$ cat src/rtl/ace_ccu_snoop_sched_if.sv
// Bus bundle between the CCU coherency scheduler and its ACE ports / datapath.
// Port-indexed fields are packed as [port][field].
interface ace_ccu_snoop_sched_if #(
    parameter int unsigned NoPorts   = 4,
    parameter int unsigned AddrWidth = 64
);
    localparam int unsigned IdxW = (NoPorts > 1) ? $clog2(NoPorts) : 1;

    logic [NoPorts-1:0]                req_valid_i;
    logic [NoPorts-1:0]                req_ready_o;
    logic [NoPorts-1:0][2:0]           req_trs_i;
    logic [NoPorts-1:0][AddrWidth-1:0] req_addr_i;
    logic [NoPorts-1:0]                snp_valid_o;
    logic [NoPorts-1:0]                snp_ready_i;
    logic [AddrWidth-1:0]              snp_addr_o;
    logic [3:0]                        snp_type_o;
    logic [NoPorts-1:0]                cr_valid_i;
    logic [NoPorts-1:0]                cr_ready_o;
    logic [NoPorts-1:0][4:0]           cr_resp_i;
    logic                              dec_valid_o;
    logic                              dec_ready_i;
    logic [IdxW-1:0]                   dec_idx_o;
    logic [2:0]                        dec_trs_o;
    logic [AddrWidth-1:0]              dec_addr_o;
    logic                              dec_from_snp_o;
    logic [IdxW-1:0]                   dec_src_o;
    logic                              dec_dirty_o;
    logic                              dec_shared_o;
    logic                              dec_err_o;
    logic                              busy_o;

    modport slave (
        input  req_valid_i, req_trs_i, req_addr_i, snp_ready_i, cr_valid_i, cr_resp_i,
               dec_ready_i,
        output req_ready_o, snp_valid_o, snp_addr_o, snp_type_o, cr_ready_o, dec_valid_o,
               dec_idx_o, dec_trs_o, dec_addr_o, dec_from_snp_o, dec_src_o, dec_dirty_o,
               dec_shared_o, dec_err_o, busy_o
    );

    modport master (
        output req_valid_i, req_trs_i, req_addr_i, snp_ready_i, cr_valid_i, cr_resp_i,
               dec_ready_i,
        input  req_ready_o, snp_valid_o, snp_addr_o, snp_type_o, cr_ready_o, dec_valid_o,
               dec_idx_o, dec_trs_o, dec_addr_o, dec_from_snp_o, dec_src_o, dec_dirty_o,
               dec_shared_o, dec_err_o, busy_o
    );
endinterface

$ cat src/rtl/ace_ccu_snoop_sched.sv
// CCU coherency scheduler: round-robin request grant, AC snoop broadcast, CR collection,
// one decision record per transaction. Only one transaction is in flight at a time.
module ace_ccu_snoop_sched #(
    parameter int unsigned NoPorts   = 4,
    parameter int unsigned AddrWidth = 64
) (
    input  logic                 clk_i,
    input  logic                 rst_ni,
    ace_ccu_snoop_sched_if.slave bus
);
    localparam int unsigned IdxW = (NoPorts > 1) ? $clog2(NoPorts) : 1;

    typedef enum logic [1:0] {IDLE, SNOOP, DECIDE} state_e;

    // ace_trs_t encoding
    typedef enum logic [2:0] {
        TRS_READ_NO_SNOOP  = 3'd0, TRS_READ_ONCE    = 3'd1, TRS_READ_SHARED    = 3'd2,
        TRS_READ_UNIQUE    = 3'd3, TRS_CLEAN_UNIQUE = 3'd4, TRS_WRITE_NO_SNOOP = 3'd5,
        TRS_WRITE_BACK     = 3'd6, TRS_WRITE_UNIQUE = 3'd7
    } trs_e;

    state_e               r_state, w_state_n;
    logic [IdxW-1:0]      r_ptr, r_idx, r_src, w_src_n, w_gnt;
    logic [2:0]           r_trs, w_req_trs;
    logic [AddrWidth-1:0] r_addr;
    logic [NoPorts-1:0]   r_tgt, r_ac_done, r_cr_done, w_tgt_mask;
    logic                 r_from_snp, r_dirty, r_shared, r_err;
    logic                 w_from_n, w_dirty_n, w_shared_n, w_err_n;
    logic                 w_gnt_vld, w_no_snp, w_req_hs, w_dec_hs, w_dec_valid;
    logic [NoPorts-1:0]   w_req_ready, w_snp_valid, w_cr_ready, w_ac_hs, w_cr_hs;
    logic [3:0]           w_snp_type;
    logic                 w_unused;

    always_comb begin
        int unsigned k;
        k         = 0;
        w_gnt_vld = 1'b0;
        w_gnt     = '0;
        for (int unsigned i = 0; i < NoPorts; i++) begin
            k = (32'(r_ptr) + i) % NoPorts;
            if (!w_gnt_vld && bus.req_valid_i[k]) begin
                w_gnt_vld = 1'b1;
                w_gnt     = IdxW'(k);
            end
        end
    end

    assign w_req_trs = bus.req_trs_i[w_gnt];
    assign w_no_snp  = (w_req_trs == TRS_READ_NO_SNOOP) || (w_req_trs == TRS_WRITE_NO_SNOOP) ||
                       (w_req_trs == TRS_WRITE_BACK);

    always_comb begin
        w_tgt_mask        = '1;
        w_tgt_mask[w_gnt] = 1'b0;
    end

    always_ff @(posedge clk_i or negedge rst_ni) begin
        if (!rst_ni) r_state <= IDLE;
        else         r_state <= w_state_n;
    end

    // req_ready is gated by rst_ni so every output is 0 while reset is asserted.
    always_comb begin
        w_state_n   = r_state;
        w_req_ready = '0;
        w_snp_valid = '0;
        w_cr_ready  = '0;
        w_dec_valid = 1'b0;
        case (r_state)
            IDLE: begin
                if (w_gnt_vld && rst_ni) begin
                    w_req_ready[w_gnt] = 1'b1;
                    w_state_n          = w_no_snp ? DECIDE : SNOOP;
                end
            end
            SNOOP: begin
                w_snp_valid = r_tgt & ~r_ac_done;
                w_cr_ready  = r_tgt & r_ac_done & ~r_cr_done;
                if ((r_cr_done | (w_cr_ready & bus.cr_valid_i)) == r_tgt) w_state_n = DECIDE;
            end
            DECIDE: begin
                w_dec_valid = 1'b1;
                if (bus.dec_ready_i) w_state_n = IDLE;
            end
            default: w_state_n = IDLE;
        endcase
    end

    assign w_req_hs = |w_req_ready;
    assign w_ac_hs  = w_snp_valid & bus.snp_ready_i;
    assign w_cr_hs  = w_cr_ready & bus.cr_valid_i;
    assign w_dec_hs = w_dec_valid & bus.dec_ready_i;

    // Lowest-index DataTransfer responder wins even when responses arrive out of order.
    always_comb begin
        w_from_n   = r_from_snp;
        w_src_n    = r_src;
        w_dirty_n  = r_dirty;
        w_shared_n = r_shared;
        w_err_n    = r_err;
        for (int unsigned j = 0; j < NoPorts; j++) begin
            if (w_cr_hs[j]) begin
                w_dirty_n  = w_dirty_n  | bus.cr_resp_i[j][2];
                w_shared_n = w_shared_n | bus.cr_resp_i[j][3];
                w_err_n    = w_err_n    | bus.cr_resp_i[j][1];
                if (bus.cr_resp_i[j][0] && (!w_from_n || (IdxW'(j) < w_src_n))) begin
                    w_from_n = 1'b1;
                    w_src_n  = IdxW'(j);
                end
            end
        end
    end

    always_ff @(posedge clk_i or negedge rst_ni) begin
        if (!rst_ni) begin
            r_ptr      <= '0;
            r_idx      <= '0;
            r_trs      <= '0;
            r_addr     <= '0;
            r_tgt      <= '0;
            r_ac_done  <= '0;
            r_cr_done  <= '0;
            r_from_snp <= 1'b0;
            r_src      <= '0;
            r_dirty    <= 1'b0;
            r_shared   <= 1'b0;
            r_err      <= 1'b0;
        end else if (w_req_hs) begin
            r_ptr      <= (32'(w_gnt) == NoPorts - 1) ? '0 : w_gnt + 1'b1;
            r_idx      <= w_gnt;
            r_trs      <= w_req_trs;
            r_addr     <= bus.req_addr_i[w_gnt];
            r_tgt      <= w_no_snp ? '0 : w_tgt_mask;
            r_ac_done  <= '0;
            r_cr_done  <= '0;
            r_from_snp <= 1'b0;
            r_src      <= '0;
            r_dirty    <= 1'b0;
            r_shared   <= 1'b0;
            r_err      <= 1'b0;
        end else if (w_dec_hs) begin
            r_tgt      <= '0;
            r_ac_done  <= '0;
            r_cr_done  <= '0;
            r_from_snp <= 1'b0;
            r_src      <= '0;
            r_dirty    <= 1'b0;
            r_shared   <= 1'b0;
            r_err      <= 1'b0;
        end else begin
            r_ac_done  <= r_ac_done | w_ac_hs;
            r_cr_done  <= r_cr_done | w_cr_hs;
            r_from_snp <= w_from_n;
            r_src      <= w_src_n;
            r_dirty    <= w_dirty_n;
            r_shared   <= w_shared_n;
            r_err      <= w_err_n;
        end
    end

    always_comb begin
        case (r_trs)
            TRS_READ_SHARED:                    w_snp_type = 4'b0001;
            TRS_READ_UNIQUE:                    w_snp_type = 4'b0111;
            TRS_CLEAN_UNIQUE, TRS_WRITE_UNIQUE: w_snp_type = 4'b1001;
            default:                            w_snp_type = 4'b0000;
        endcase
    end

    // WasUnique carries no weight in the decision.
    always_comb begin
        w_unused = 1'b0;
        for (int unsigned j = 0; j < NoPorts; j++) w_unused = w_unused ^ bus.cr_resp_i[j][4];
    end

    assign bus.req_ready_o    = w_req_ready;
    assign bus.snp_valid_o    = w_snp_valid;
    assign bus.snp_addr_o     = r_addr;
    assign bus.snp_type_o     = w_snp_type;
    assign bus.cr_ready_o     = w_cr_ready;
    assign bus.dec_valid_o    = w_dec_valid;
    assign bus.dec_idx_o      = r_idx;
    assign bus.dec_trs_o      = r_trs;
    assign bus.dec_addr_o     = r_addr;
    assign bus.dec_from_snp_o = r_from_snp;
    assign bus.dec_src_o      = r_src;
    assign bus.dec_dirty_o    = r_dirty;
    assign bus.dec_shared_o   = r_shared;
    assign bus.dec_err_o      = r_err;
    assign bus.busy_o         = (r_state != IDLE);
endmodule

$ cat src/flat_wrapper.sv
// flat-port wrapper written by rule: the top's interface ports become plain ports
module ace_ccu_snoop_sched_flat 
#(
    parameter int unsigned NoPorts   = 4,
    parameter int unsigned AddrWidth = 64
)
  (clk_i, rst_ni, bus_req_valid_i, bus_req_trs_i, bus_req_addr_i, bus_snp_ready_i, bus_cr_valid_i, bus_cr_resp_i, bus_dec_ready_i, bus_req_ready_o, bus_snp_valid_o, bus_snp_addr_o, bus_snp_type_o, bus_cr_ready_o, bus_dec_valid_o, bus_dec_idx_o, bus_dec_trs_o, bus_dec_addr_o, bus_dec_from_snp_o, bus_dec_src_o, bus_dec_dirty_o, bus_dec_shared_o, bus_dec_err_o, bus_busy_o);
  ace_ccu_snoop_sched_if #(.NoPorts(NoPorts), .AddrWidth(AddrWidth)) bus_i ();
  input  logic clk_i;
  input  logic rst_ni;
  input wire logic [$bits(bus_i.req_valid_i)-1:0] bus_req_valid_i;
  input wire logic [$bits(bus_i.req_trs_i)-1:0] bus_req_trs_i;
  input wire logic [$bits(bus_i.req_addr_i)-1:0] bus_req_addr_i;
  input wire logic [$bits(bus_i.snp_ready_i)-1:0] bus_snp_ready_i;
  input wire logic [$bits(bus_i.cr_valid_i)-1:0] bus_cr_valid_i;
  input wire logic [$bits(bus_i.cr_resp_i)-1:0] bus_cr_resp_i;
  input wire logic [$bits(bus_i.dec_ready_i)-1:0] bus_dec_ready_i;
  output wire logic [$bits(bus_i.req_ready_o)-1:0] bus_req_ready_o;
  output wire logic [$bits(bus_i.snp_valid_o)-1:0] bus_snp_valid_o;
  output wire logic [$bits(bus_i.snp_addr_o)-1:0] bus_snp_addr_o;
  output wire logic [$bits(bus_i.snp_type_o)-1:0] bus_snp_type_o;
  output wire logic [$bits(bus_i.cr_ready_o)-1:0] bus_cr_ready_o;
  output wire logic [$bits(bus_i.dec_valid_o)-1:0] bus_dec_valid_o;
  output wire logic [$bits(bus_i.dec_idx_o)-1:0] bus_dec_idx_o;
  output wire logic [$bits(bus_i.dec_trs_o)-1:0] bus_dec_trs_o;
  output wire logic [$bits(bus_i.dec_addr_o)-1:0] bus_dec_addr_o;
  output wire logic [$bits(bus_i.dec_from_snp_o)-1:0] bus_dec_from_snp_o;
  output wire logic [$bits(bus_i.dec_src_o)-1:0] bus_dec_src_o;
  output wire logic [$bits(bus_i.dec_dirty_o)-1:0] bus_dec_dirty_o;
  output wire logic [$bits(bus_i.dec_shared_o)-1:0] bus_dec_shared_o;
  output wire logic [$bits(bus_i.dec_err_o)-1:0] bus_dec_err_o;
  output wire logic [$bits(bus_i.busy_o)-1:0] bus_busy_o;
  assign bus_i.req_valid_i = bus_req_valid_i;
  assign bus_i.req_trs_i = bus_req_trs_i;
  assign bus_i.req_addr_i = bus_req_addr_i;
  assign bus_i.snp_ready_i = bus_snp_ready_i;
  assign bus_i.cr_valid_i = bus_cr_valid_i;
  assign bus_i.cr_resp_i = bus_cr_resp_i;
  assign bus_i.dec_ready_i = bus_dec_ready_i;
  assign bus_req_ready_o = bus_i.req_ready_o;
  assign bus_snp_valid_o = bus_i.snp_valid_o;
  assign bus_snp_addr_o = bus_i.snp_addr_o;
  assign bus_snp_type_o = bus_i.snp_type_o;
  assign bus_cr_ready_o = bus_i.cr_ready_o;
  assign bus_dec_valid_o = bus_i.dec_valid_o;
  assign bus_dec_idx_o = bus_i.dec_idx_o;
  assign bus_dec_trs_o = bus_i.dec_trs_o;
  assign bus_dec_addr_o = bus_i.dec_addr_o;
  assign bus_dec_from_snp_o = bus_i.dec_from_snp_o;
  assign bus_dec_src_o = bus_i.dec_src_o;
  assign bus_dec_dirty_o = bus_i.dec_dirty_o;
  assign bus_dec_shared_o = bus_i.dec_shared_o;
  assign bus_dec_err_o = bus_i.dec_err_o;
  assign bus_busy_o = bus_i.busy_o;
  ace_ccu_snoop_sched #(.NoPorts(NoPorts), .AddrWidth(AddrWidth)) u_core (.clk_i(clk_i), .rst_ni(rst_ni), .bus(bus_i));
endmodule
$ cat config.mk
export PLATFORM = sky130hd
export DESIGN_NAME = ace_ccu_snoop_sched_flat
export DESIGN_NICKNAME = d
export VERILOG_FILES = /design/src/rtl/ace_ccu_snoop_sched_if.sv /design/src/rtl/ace_ccu_snoop_sched.sv /design/src/flat_wrapper.sv
export SDC_FILE = /design/constraint.sdc
export NUM_CORES = 1
export LEC_CHECK = 0
export BUFFER_PORTS_ARGS = -buffer_cell sky130_fd_sc_hd__buf_2
export CAP_MARGIN = 10
export CORE_AREA = 4 4 177 179
export DETAILED_ROUTE_END_ITERATION = 12
export DIE_AREA = 0 0 181 183
export HOLD_SLACK_MARGIN = 0.12
export PLACE_DENSITY = 0.6
export SLEW_MARGIN = 20
export SYNTH_ARGS = -nofsm -noshare
export SYNTH_HDL_FRONTEND = slang
export SYNTH_SLANG_ARGS = --single-unit
export TNS_END_PERCENT = 30
$ cat constraint.sdc
create_clock -name clk_i -period 3.1 [get_ports clk_i]
set_input_delay 0.775 -clock clk_i [delete_from_list [all_inputs] [get_ports clk_i]]
set_output_delay 0.775 -clock clk_i [all_outputs]
set_load 0.02 [all_outputs]
After elaboration in Yosys (flattened, before gate mapping)
Cells that the tools add are included.
Widths: inputs -> output; s select.
- input port bits: 303
- logic and storage cells: 173
- register bits: 91
- output and inout bits: 157
- bitwise operators: 25
- eq/ne operators: 13
- reduce and logical (&&, ||, !) cells: 29
- magnitude comparators: 10
- add/sub/neg operators: 4
- multiplexer cells: 79
- operators with widths (cell ; number):
    $bmux 64 s2 ; 1
    $mux 64 ; 1
    $mux 4 ; 11
    $mux 1 ; 38
    $mux 2 ; 19
    $and 4x4->4 ; 6
    $lt 2x3->1 const B ; 5
    $eq 3x3->1 const B ; 4
    $not 4->4 ; 3
    $or 1x1->1 ; 12
    $or 4x4->4 ; 3
    $pmux 4 s3 ; 1
    $logic_and 1x1->1 ; 9
    $bmux 1 s2 ; 4
    $logic_not 1->1 ; 7
    $bmux 3 s2 ; 1
    $eq 3x2->1 const B ; 2
    $logic_or 1x1->1 ; 6
    $pmux 2 s3 ; 1
    $add 2x1->2 const B ; 2
    $add 2x2->2 const B ; 2
    $eq 2x2->1 const B ; 2
    $eq 4x4->1 ; 1
    $lt 1x2->1 const A ; 2
    14 further kinds ; 17

Longest topological paths before layout
Gate-level depths: netlist (run 1).
- depth in word-level cells: 22
- depth in mapped cells: 13
- depth with buffers taken out: 9

Least setup slack after synthesis (run 1)
OpenSTA, ideal clock, no wires.
- path type: input -> register
- from: input port bus_req_valid_i[3]
- to: register u_core.r_addr[0] (netlist: u_core.bus.dec_addr_o[0])
- stages: 12
- library setup time: 0.118 ns
- path slack: -0.290 ns
- arrival time: 3.272 ns
- path buffers: 5
- data required time: 2.982 ns
- path through: nand2b_1 a211o_1 and2_1 buf_6 buf_2 buf_2 ha_1 o41ai_2 buf_2 buf_2 a311oi_1 a21o_1
- cells in the longest elaborated chain, start to end: 19
- elaborated cells on any way between the ends: 33
- those cells by class: 2 x order compare; 22 x mux; 9 x reduce/logical
- ends and longest elaborated chain (item ; RTL line ; source):
    start, declared ; flat_wrapper.sv:11 ; input wire logic [$bits(bus_i.req_valid_i)-1:0] bus_req_valid_i;
    $bmux 1 s2 ; ace_ccu_snoop_sched.sv:41 ; if (!w_gnt_vld && bus.req_valid_i[k]) begin
    $mux 1 (implied by the code) ; ace_ccu_snoop_sched.sv:41 ;
    $mux 1 ; ace_ccu_snoop_sched.sv:41 ;
    $logic_not 1->1 ; ace_ccu_snoop_sched.sv:41 ;
    $logic_and 1x1->1 ; ace_ccu_snoop_sched.sv:41 ;
    $mux 1 ; ace_ccu_snoop_sched.sv:41 ;
    $logic_not 1->1 ; ace_ccu_snoop_sched.sv:41 ;
    $logic_and 1x1->1 ; ace_ccu_snoop_sched.sv:41 ;
    [... 4 more ...] ; - ;
    net u_core.w_gnt[1] ; ace_ccu_snoop_sched.sv:23 ; logic [IdxW-1:0] r_ptr, r_idx, r_src, w_src_n, w_gnt;
    $lt 2x3->1 (implied by the code) / $ge 2x1->1 (equally long branches) ; ace_ccu_snoop_sched.sv:72 ; w_req_ready[w_gnt] = 1'b1;
    $logic_and 1x1->1 (implied by the code) ; ace_ccu_snoop_sched.sv:72 ;
    $mux 1 (implied by the code) ; ace_ccu_snoop_sched.sv:72 ;
    $demux 1 s2 ; - ;
    $mux 4 ; ace_ccu_snoop_sched.sv:71 ; if (w_gnt_vld && rst_ni) begin
    $mux 4 ; ace_ccu_snoop_sched.sv:69 ; case (r_state)
    $reduce_or 4->1 ; ace_ccu_snoop_sched.sv:89 ; assign w_req_hs = |w_req_ready;
    end signal, assigned ; ace_ccu_snoop_sched.sv:132 ; r_addr <= bus.req_addr_i[w_gnt];
    end, declared ; ace_ccu_snoop_sched.sv:25 ; logic [AddrWidth-1:0] r_addr;
The timed path passes the listed nets; every way through them passes the cells marked *. The select of a mux whose other input is x is not followed.
A chain may end at the register's enable or synchronous reset.

Final worst setup path (run 1)
- from: input port bus_req_valid_i[3]
- to: output port bus_req_ready_o[2]
- cells in the longest elaborated chain, start to end: 18
- elaborated cells on any way between the ends: 30
- those cells by class: 2 x order compare; 20 x mux; 8 x reduce/logical
- ends and longest elaborated chain (item ; RTL line ; source):
    $bmux 1 s2 ; ace_ccu_snoop_sched.sv:41 ;
    $mux 1 (implied by the code) ; ace_ccu_snoop_sched.sv:41 ;
    $mux 1 ; ace_ccu_snoop_sched.sv:41 ;
    $logic_not 1->1 ; ace_ccu_snoop_sched.sv:41 ;
    $logic_and 1x1->1 ; ace_ccu_snoop_sched.sv:41 ;
    $mux 1 ; ace_ccu_snoop_sched.sv:41 ;
    $logic_not 1->1 ; ace_ccu_snoop_sched.sv:41 ;
    $logic_and 1x1->1 ; ace_ccu_snoop_sched.sv:41 ;
    [... 2 more ...] ; - ;
    $logic_and 1x1->1 ; ace_ccu_snoop_sched.sv:41 ;
    $mux 2 ; ace_ccu_snoop_sched.sv:41 ;
    $lt 2x3->1 (implied by the code) / $ge 2x1->1 (equally long branches) ; ace_ccu_snoop_sched.sv:72 ;
    $logic_and 1x1->1 (implied by the code) ; ace_ccu_snoop_sched.sv:72 ;
    $mux 1 (implied by the code) ; ace_ccu_snoop_sched.sv:72 ;
    $demux 1 s2 ; - ;
    $mux 4 * ; ace_ccu_snoop_sched.sv:71 ;
    $mux 4 * ; ace_ccu_snoop_sched.sv:69 ;
    end, declared ; flat_wrapper.sv:18 ; output wire logic [$bits(bus_i.req_ready_o)-1:0] bus_req_ready_o;
Every way passes the cells marked *; elsewhere a longest branch is shown, timed or not. The select of a mux whose other input is x is not followed.

==> results of run 1 <==
[routing by layer]
| metal | track usage (%) | vias to the layer above |
|---|---|---|
| li1 | - | 3562 |
| met1 | 19.9 | 3483 |
| met2 | 26.4 | 324 |
| met3 | 4.11 | 28 |
| met4 | 4.02 | 2 |
| met5 | 0 | - |
[final cells by class]
cell class | count | area, sq um
fill | 3232 | 20300
multi-input combinational | 550 | 3490
timing repair buffer | 493 | 2650
sequential | 91 | 2280
tap | 390 | 488
clock buffer | 10 | 239
clock inverter | 6 | 70.1
inverter | 9 | 36.3
[tightest hold or removal path: cells and delay by family (launching register included)]
kind / cells / cell delay (ns)
flip-flops: 1 / 0.34
AO/OA/AOI/OAI: 1 / 0.06
AND/OR/NAND/NOR: 1 / 0.05
[worst min path at each step]
| stage | from | slack, ns | end | depth (start not counted) |
|---|---|---|---|---|
| after detailed placement | u_core.bus.dec_idx_o[0] | 0.47 | u_core.bus.dec_idx_o[0] | 2 |
| after global routing | u_core.bus.dec_idx_o[0] | 0.51 | u_core.bus.dec_idx_o[0] | 2 |
| final | u_core.bus.dec_idx_o[0] | 0.48 | u_core.bus.dec_idx_o[0] | 2 |
| after floorplan | rst_ni | 0.48 | u_core.bus.dec_addr_o[0] | 0 |
| after global placement | u_core.bus.dec_idx_o[0] | 0.46 | u_core.bus.dec_idx_o[0] | 2 |
| after CTS | u_core.bus.dec_idx_o[0] | 0.49 | u_core.bus.dec_idx_o[0] | 2 |
[power groups by stage]
stage / sequential, mW / combinational (mW) / clock, mW
final: 2.18 / 5.49 / 1.17
after global routing: 2.26 / 5.95 / 1.28
after CTS: 2.19 / 5.55 / 1.22
after detailed placement: 2.21 / 5.53 / 0
after global placement: 2.18 / 5.51 / 0
after floorplan: 2.62 / 3.54 / 0
[cell usage in the layout, fill, tap and decap left out, types with 8 or more instances in the layout]
master	n
a211oi_1	66
nor2_1	25
a21o_1	64
o21ai_0	8
a31oi_1	8
a21oi_1	9
inv_1	8
and3_1	64
buf_4	32
clkbuf_16	9
nand2_1	157
a311oi_1	64
nand2b_1	9
buf_2	454
o211ai_1	8
dfrtp_1	91
[cell usage after synthesis (2+ instances only)]
master | number | share of area [%]
a211o_1 | 2 | 0.27
a211oi_1 | 66 | 7.6
a21o_1 | 65 | 7.4
a21oi_1 | 9 | 0.69
a22o_1 | 2 | 0.27
a22oi_1 | 3 | 0.34
a311oi_1 | 64 | 8.6
a31oi_1 | 8 | 0.76
a32oi_1 | 4 | 0.53
and2_0 | 2 | 0.19
and2_1 | 6 | 0.57
and3_1 | 64 | 6.1
buf_2 | 29 | 2.2
buf_4 | 66 | 7.6
clkbuf_1 | 38 | 2.2
dfrtp_1 | 91 | 35
ha_1 | 4 | 0.76
inv_1 | 8 | 0.46
nand2_1 | 157 | 9.0
nand2b_1 | 9 | 0.86
nand3_1 | 3 | 0.23
nand3b_1 | 2 | 0.23
nor2_1 | 26 | 1.5
nor2b_1 | 3 | 0.29
nor3_1 | 3 | 0.23
nor3b_1 | 4 | 0.46
nor4b_1 | 3 | 0.40
o211ai_1 | 8 | 0.92
o21ai_0 | 8 | 0.61
o21ai_1 | 3 | 0.23
o2bb2ai_1 | 2 | 0.27
or2_2 | 2 | 0.19
xor2_1 | 2 | 0.27
[cell families (layout without fill, tap and decap cells)]
kind of cell | count (synthesis) | after routing
adders and majority gates | 4 | 4
xor gates and xnor gates | 3 | 3
buffers and inverters | 144 | 518
DFF | 91 | 91
and+or+nand+nor | 288 | 288
muxes | 1 | 1
AOI/OAI and AO/OA | 254 | 254
[per-stage QoR]
step	util (%)	cell area, sq um	setup slack, ns	setup TNS [ns]	hold WS (ns)
after floorplan	-	6620	-0.0362	-0.107	0.479
after global placement	30.3	8940	0.0647	0	0.457
after detailed placement	30.3	8940	-0.0139	-0.0139	0.471
after CTS	31.3	9250	0.0496	0	0.488
after global routing	31.3	9250	-0.0439	-0.102	0.506
final	31.3	9250	0.0698	0	0.484
[flip-flops by register name, indices dropped and copies added, names as in the netlist, 2 cells and up]
register,flops
u_core.bus.dec_addr_o,64
u_core.r_ac_done,4
u_core.r_cr_done,4
u_core.r_tgt,4
u_core.bus.dec_trs_o,3
u_core.bus.dec_idx_o,2
u_core.bus.dec_src_o,2
u_core.r_ptr,2
u_core.r_state,2
==> flow_metrics.tcl, run 1 <==
set metrics [dict create \
    synth_ff_type "dfrtp_1" \
    grt_pass1_wl_microns 41400 \
    rsz0062_at_grt "true" \
    endpoint_kind "output port" \
    crit_start "bus_req_valid_i[3]" \
    h-tree-depth 3 \
    routed_wl_microns 27600 \
    top_layer "met5" \
    timing.max_cap.violations 0 \
    grt_pass1_vias 7347 \
    vias 7399 \
    ir_drop_mv 0.331 \
    ys_warn_count 0 \
    powerDensity_nw_per_um2 954 \
    drive_gt1_share_pct 45.0 \
    gr-total-overflow 0 \
    synth-adder-area-share_pct 0.764 \
    final_cells 1549 \
    p_sw_share_pct 50.2 \
    num_rows 63 \
    max_stage_delay_ns 0.30 \
    cp_max_fo 6 \
    gp_congestion 0.881 \
    cts-root-buf "clkbuf_16" \
    die_area_sq_um 33100 \
    syn_area_sq_um 6550 \
    synth_top_family_by_area "compound AO/OA/AOI/OAI gates" \
    synthMuxAreaShare_pct 0.153 \
    r2r_start "u_core.r_ptr[1]" \
    cts_buffers 9 \
    crit_family "buffers and inverters" \
    fin_crit_sh_pct 97.7 \
    seqPwrFrac_pct 24.7 \
    antenna_found_initial 1 \
    synth_compound_area_share_pct 30.4 \
    cp.depth 8 \
    clock_latency_ns 0.35 \
    power_frac_clock_pct 13.2 \
    finalHoldViolations 0 \
    p_switching_mw 4.43 \
    fp.dieW_microns 181 \
    dp_cells 1533 \
    critical_path_class "in -> out" \
    clockBufferDepth 2 \
    vias_per_cell 4.78 \
    slew_violations 0 \
    dp_hpwl_microns 21900 \
    ys_ff_latch 91 \
    hold_path.class "reg -> reg" \
    outcome "finished, final reports clean" \
    antenna_left 0 \
    skew_ns 0.00682 \
    internal-power_mw 4.40 \
    slew_headroom_pct 52.7 \
    path_common_cell "buf_2" \
    finalNetCount 1461 \
    period_needed_ns 3.03 \
    wl_met3_microns 2080 \
    wl_met2_microns 13400 \
    synthCells 785 \
    r2r_end "u_core.bus.dec_addr_o[19]" \
    synth_async_sr_flop_share_pct 100 \
    ios 460 \
    postCtsSetupRepairBufs 0 \
    drt-met1-wl_microns 11600 \
    avgSynthCellArea_sq_um 8.35 \
    finalPower_mw 8.83 \
    synth_edf_count 0 \
    firstDrtPassIters 4 \
    tightest_slew_ns 0.709 \
    r2r_setup_slack_ns 0.40 \
    synth-seq-area-share_pct 34.8 \
    clk_pin_slew_ns 0.07 \
    syn-num-nets 1092 \
    start_util_pct 22.2 \
    grt_max_degree 81 \
    slowest_stage "mux2i_1" \
    yosys.area_share.simple_pct 20.9 \
    initialDrtViolationCount 327 \
    cp.required_ns 2.32 \
    core_sq_um 29600 \
    synth_xor_area_share_pct 0.401 \
    wl_per_cell_microns 17.8 \
    r2r_cells 9 \
    p_leak_nw 5.06 \
    cp_num_buf_inv 3 \
    cts_tree "yes" \
    startpoint_type "primary input" \
    crit_end "bus_req_ready_o[2]" \
    cts_hold_buf 0 \
    p_comb_share_pct 62.1 \
    clock-sinks 91 \
    place.port_buffers 455 \
    post_cts_resized 0 \
    path_cells "buf_2 > mux2i_1 > o2bb2ai_1 > nor2_4 > inv_4 > ha_1 > and2_1 > buf_2" \
    die_y_microns 183 \
    diodes 0 \
    setup_viol 0 \
    fmax_mhz 330 \
    synth.distinct_cells 52 \
    syn_to_final_growth_pct 41.3 \
    drcViolationCount 0 \
    arrival_ns 2.26 \
    gr-usage-all-layers_pct 15.6 \
]
No activity file was read; power rests on OpenSTA's default activity.
==> run 2, diff against run 1 <==
--- a/config.mk
+++ b/config.mk
@@ -12,6 +12,7 @@
 export DIE_AREA = 0 0 181 183
 export HOLD_SLACK_MARGIN = 0.12
 export PLACE_DENSITY = 0.6
+export REMOVE_ABC_BUFFERS = 1
 export SLEW_MARGIN = 20
 export SYNTH_ARGS = -nofsm -noshare
 export SYNTH_HDL_FRONTEND = slang
==> run 2 against run 1 <==
Effect of this change:
- die area unchanged
- cell area grew 0.59%
- critical endpoint unchanged
- largest power group unchanged
- first-iteration DRC count is 12% lower
==> flow_metrics.tcl, run 2 (same netlist as run 1, synthesis figures left out) <==
set metrics [dict create \
    cp.depth 8 \
    crit_family "simple AND/OR/NAND/NOR gates" \
    cp_num_buf_inv 3 \
    ir_drop_mv 0.503 \
    cp_max_fo 5 \
    powerDensity_nw_per_um2 956 \
    fmax_mhz 329 \
    wl_per_cell_microns 17.6 \
    fp.dieW_microns 181 \
    cts_tree "yes" \
    vias 7474 \
    r2r_cells 10 \
    num_rows 63 \
    postCtsSetupRepairBufs 0 \
    core_sq_um 29600 \
    internal-power_mw 4.45 \
    diodes 0 \
    antenna_left 0 \
    initialDrtViolationCount 287 \
    cp.required_ns 2.32 \
    p_comb_share_pct 61.9 \
    period_needed_ns 3.04 \
    r2r_setup_slack_ns 0.37 \
    path_cells "buf_2 > nand2b_1 > a211o_1 > and2_4 > ha_1 > buf_4 > and2_1 > buf_2" \
    slowest_stage "a211o_1" \
    drive_gt1_share_pct 45.5 \
    skew_ns 0.0127 \
    fin_util_pct 31.5 \
    startpoint_type "primary input" \
    gp_congestion 0.869 \
    timing.max_cap.violations 0 \
    finalNetCount 1469 \
    crit_start "bus_req_valid_i[3]" \
    clock-sinks 91 \
    routed_wl_microns 27500 \
    setup_viol 0 \
    top_layer "met5" \
    syn_to_final_growth_pct 42.1 \
    crit_end "bus_req_ready_o[2]" \
    max_stage_delay_ns 0.32 \
    r2r_end "u_core.bus.dec_addr_o[47]" \
    die_area_sq_um 33100 \
    power_frac_clock_pct 13.3 \
    p_sw_share_pct 50.0 \
    wl_met3_microns 2190 \
    finalPower_mw 8.90 \
    finalHoldViolations 0 \
    outcome "finished, final reports clean" \
    largest_reg_flops 64 \
    grt_max_degree 76 \
    placed_area_sq_um 8980 \
    clk_pin_slew_ns 0.07 \
    grt_pass1_wl_microns 41000 \
    slew_headroom_pct 51.4 \
    p_leak_nw 5.09 \
    path_common_cell "buf_2" \
    rsz0062_at_grt "true" \
    critical_path_class "in -> out" \
    clock_latency_ns 0.34 \
    arrival_ns 2.26 \
    drcViolationCount 0 \
    gr-usage-all-layers_pct 15.4 \
    cts_buffers 9 \
    final_cell_mix "buf_2 (454), nand2_1 (157), dfrtp_1 (90), a211oi_1 (66)" \
    start_util_pct 22.2 \
    grt_pass1_vias 7397 \
    gr-total-overflow 0 \
    place.port_buffers 455 \
    vias_per_cell 4.80 \
    hold_path.class "reg -> reg" \
    tightest_slew_ns 0.729 \
    slew_violations 0 \
    cts-root-buf "clkbuf_16" \
    wl_met2_microns 13900 \
    h-tree-depth 3 \
    firstDrtPassIters 5 \
    seqPwrFrac_pct 24.9 \
    stdcell_area_sq_um 9310 \
    ios 460 \
    cts_hold_buf 0 \
    fin_crit_sh_pct 98.0 \
    r2r_start "u_core.r_ptr[1]" \
    layout_commonest_cell "buf_2" \
    drt-met1-wl_microns 10800 \
    antenna_found_initial 1 \
    clockBufferDepth 2 \
    endpoint_kind "output port" \
    p_switching_mw 4.45 \
    dp_hpwl_microns 22100 \
    die_y_microns 183 \
]
run 2: changes by cell type in the layout (fill, tap and decap cells not counted), sizes merged:
cell / delta
clkinvlp: +1
clkbuf: +1
inv: -1
buf: +8
clkinv: -1
run 2: how the worst min path moves through the flow:
stage,startpoint,to,slack (ns),cells after the start
floorplan,rst_ni,u_core.bus.dec_addr_o[0],0.48,0
global placement,u_core.bus.dec_idx_o[0],u_core.bus.dec_idx_o[0],0.46,2
detailed placement,u_core.bus.dec_idx_o[0],u_core.bus.dec_idx_o[0],0.47,2
CTS,u_core.bus.dec_idx_o[0],u_core.bus.dec_idx_o[0],0.49,2
global route,u_core.bus.dec_addr_o[27],u_core.bus.dec_addr_o[27],0.52,1
finish,u_core.bus.dec_idx_o[0],u_core.bus.dec_idx_o[0],0.48,2
run 2: metal layers:
layer / global-route usage (%) / up-vias
met3: 4.11 / 37
met4: 4.32 / 2
li1: - / 3586
met1: 18.1 / 3511
met2: 27.9 / 338
met5: 0 / -
run 2: through the flow:
step	setup slack (ns)	setup TNS, ns	cells	hold WS [ns]
floorplan	-10.06	-781.27	650	0.479
global placement	0.0374	0	1541	0.463
detailed placement	-0.0326	-0.0472	1541	0.471
CTS	0.0417	0	1557	0.487
global route	-0.0194	-0.0365	1557	0.517
finish	0.0617	0	1557	0.480
run 2: layout make-up:
class / count / area (sq um)
fill: 3215 / 20300
multi-input combinational: 550 / 3490
timing repair buffer: 501 / 2700
sequential: 91 / 2280
tap: 390 / 488
clock buffer: 11 / 253
clock inverter: 5 / 60.1
inverter: 9 / 36.3
run 2: power by group through the flow:
stage                     clock network (mW)  logic (mW)  registers, mW
after floorplan                            0        2.29           3.14
after global placement                     0        5.49           2.21
after detailed placement                   0        5.52           2.24
after CTS                               1.25        5.54           2.22
after global routing                    1.31        5.95           2.29
final                                   1.18        5.51           2.21
run 2: worst min-delay path, cell delays in order, from the launching register on:
cell and delay [ns]:
dfrtp_1 0.34, nand2_1 0.05, o21ai_0 0.06
run 2: timing repair:
action,4_1_cts,5_1_grt
hold endpoints to repair,0,0
gates resized for setup,1,4
pin swaps,0,1
setup endpoints to repair,1,3
==> run 3, diff against run 2 <==
--- a/config.mk
+++ b/config.mk
@@ -7,11 +7,11 @@
 export LEC_CHECK = 0
 export BUFFER_PORTS_ARGS = -buffer_cell sky130_fd_sc_hd__buf_2
 export CAP_MARGIN = 10
-export CORE_AREA = 4 4 177 179
+export CORE_AREA = 2 2 180 182
 export DETAILED_ROUTE_END_ITERATION = 12
-export DIE_AREA = 0 0 181 183
+export DIE_AREA = 0 0 182 184
 export HOLD_SLACK_MARGIN = 0.12
-export PLACE_DENSITY = 0.6
+export PLACE_DENSITY = 0.56
 export REMOVE_ABC_BUFFERS = 1
 export SLEW_MARGIN = 20
 export SYNTH_ARGS = -nofsm -noshare
==> constraint.sdc (replaced) <==
create_clock -name clk_i -period 3.6 [get_ports clk_i]
set_input_delay 0.9 -clock clk_i [delete_from_list [all_inputs] [get_ports clk_i]]
set_output_delay 0.9 -clock clk_i [all_outputs]
set_load 0.05 [all_outputs]
==> run 3 against run 2 <==
Effect of this change:
- sequential power down 14%
- die area grew 1.1%
- combinational power rose by 16%
- first-iteration DRC count increased by 7.7%
- global-route usage increased by 0.27 points
- clock skew down 0.0051 ns
- flip-flop and latch count unchanged
- critical path type unchanged
- largest cell class unchanged
- largest power group unchanged
==> flow_metrics.tcl, run 3 (same netlist as run 1, synthesis figures left out) <==
set metrics [dict create \
    outcome "finished, final reports clean" \
    drcViolationCount 0 \
    vias_per_cell 4.77 \
    syn_to_final_growth_pct 39.4 \
    drive_gt1_share_pct 44.4 \
    clockBufferDepth 2 \
    fmax_mhz 292 \
    r2r_start "u_core.r_ptr[0]" \
    layout_commonest_cell "buf_2" \
    grt_pass1_vias 7076 \
    fin_crit_sh_pct 95.1 \
    timing.max_cap.violations 0 \
    cp.required_ns 2.70 \
    core_sq_um 31400 \
    skew_ns 0.00755 \
    vias 7409 \
    ir_drop_mv 0.468 \
    cts_hold_buf 0 \
    powerDensity_nw_per_um2 1020 \
    h-tree-depth 3 \
    finalHoldViolations 0 \
    setup_ws_ns 0.175 \
    cp_max_fo 6 \
    antenna_left 0 \
    grt_pass1_wl_microns 40800 \
    num_rows 65 \
    clock-sinks 91 \
    ios 460 \
    grt_max_degree 74 \
    post_cts_resized 0 \
    worstHoldStart "u_core.bus.dec_idx_o[0]" \
    cts_tree "yes" \
    place.port_buffers 455 \
    arrival_ns 2.52 \
    setup_viol 0 \
    firstDrtPassIters 4 \
    p_leak_nw 5.00 \
    initialDrtViolationCount 309 \
    gr-usage-all-layers_pct 15.7 \
    gr-total-overflow 0 \
    slew_violations 0 \
    crit_start "bus_req_valid_i[3]" \
    fp.dieW_microns 182 \
    critical_path_class "in -> out" \
    wl_per_cell_microns 17.7 \
    routed_wl_microns 27500 \
    slew_headroom_pct 49.2 \
    cts_buffers 9 \
    tns_ns 0 \
    die_area_sq_um 33500 \
    start_util_pct 20.9 \
    clk_pin_slew_ns 0.08 \
    period_needed_ns 3.42 \
    largest_reg_flops 64 \
    finalNetCount 1454 \
    diodes 0 \
    hold_path.class "reg -> reg" \
    antenna_found_initial 0 \
    dpl_worst_slack_ns 0.191 \
    final_cell_mix "buf_2 (454), nand2_1 (157), dfrtp_1 (91), a211oi_1 (66)" \
    tightest_slew_ns 0.762 \
    dp_hpwl_microns 21700 \
    cts-root-buf "clkbuf_16" \
    gp_congestion 0.850 \
    die_y_microns 184 \
    clock_latency_ns 0.35 \
    endpoint_kind "output port" \
    startpoint_type "primary input" \
    rsz0062_at_grt "false" \
    postCtsSetupRepairBufs 0 \
]
## run 3: critical path, cell delays in order
cell      delay (ns)
buf_2           0.12
nand2b_1        0.14
a211o_1         0.34
and2_4          0.20
inv_1           0.09
ha_1            0.27
and2_1          0.19
buf_2           0.27
## run 3: worst paths after layout
check	to	slack [ns]	cells after the start
max	bus_req_ready_o[0]	0.18	8
min	u_core.bus.dec_idx_o[0]	0.48	2
max reg2reg	u_core.bus.dec_addr_o[63]	0.76	11
min reg2reg	u_core.bus.dec_idx_o[0]	0.48	2
max in group asynchronous	u_core.bus.dec_dirty_o	1.81	3
min in group asynchronous	u_core.bus.dec_trs_o[1]	0.64	2
## run 3: final cells by class
cell class | instances | area (sq um)
timing repair buffer | 486 | 2540
tap | 402 | 503
fill | 3489 | 22300
clock buffer | 9 | 225
inverter | 9 | 36.3
multi-input combinational | 550 | 3480
sequential | 91 | 2280
clock inverter | 7 | 75.1
## run 3: power breakdown
| group | total (mW) | switching [mW] | internal [mW] |
|---|---|---|---|
| sequential | 1.89 | 0.424 | 1.47 |
| clock | 1.02 | 0.471 | 0.547 |
| combinational | 6.37 | 4.70 | 1.67 |
| total | 9.28 | 5.60 | 3.68 |
## run 3: metrics by stage
stage          instance area, sq um  hold WS (ns)  util [%]  total power, mW  cells
2_1_floorplan                  5750         0.489         -             6.41    650
3_3_place_gp                   8830         0.461      28.1             8.27   1538
3_5_place_dp                   8830         0.468      28.1             8.31   1538
4_1_cts                        9130         0.489      29.1             9.38   1554
5_1_grt                        9130         0.518      29.1             9.81   1554
6_report                       9130         0.477      29.1             9.28   1554
## run 3: routing by layer
metal	track usage (%)	up-vias	wire length, microns
li1	-	3553	-
met1	19.8	3516	11800
met2	27.3	313	13500
met3	2.89	27	1660
met4	4.68	0	544
met5	0	-	0
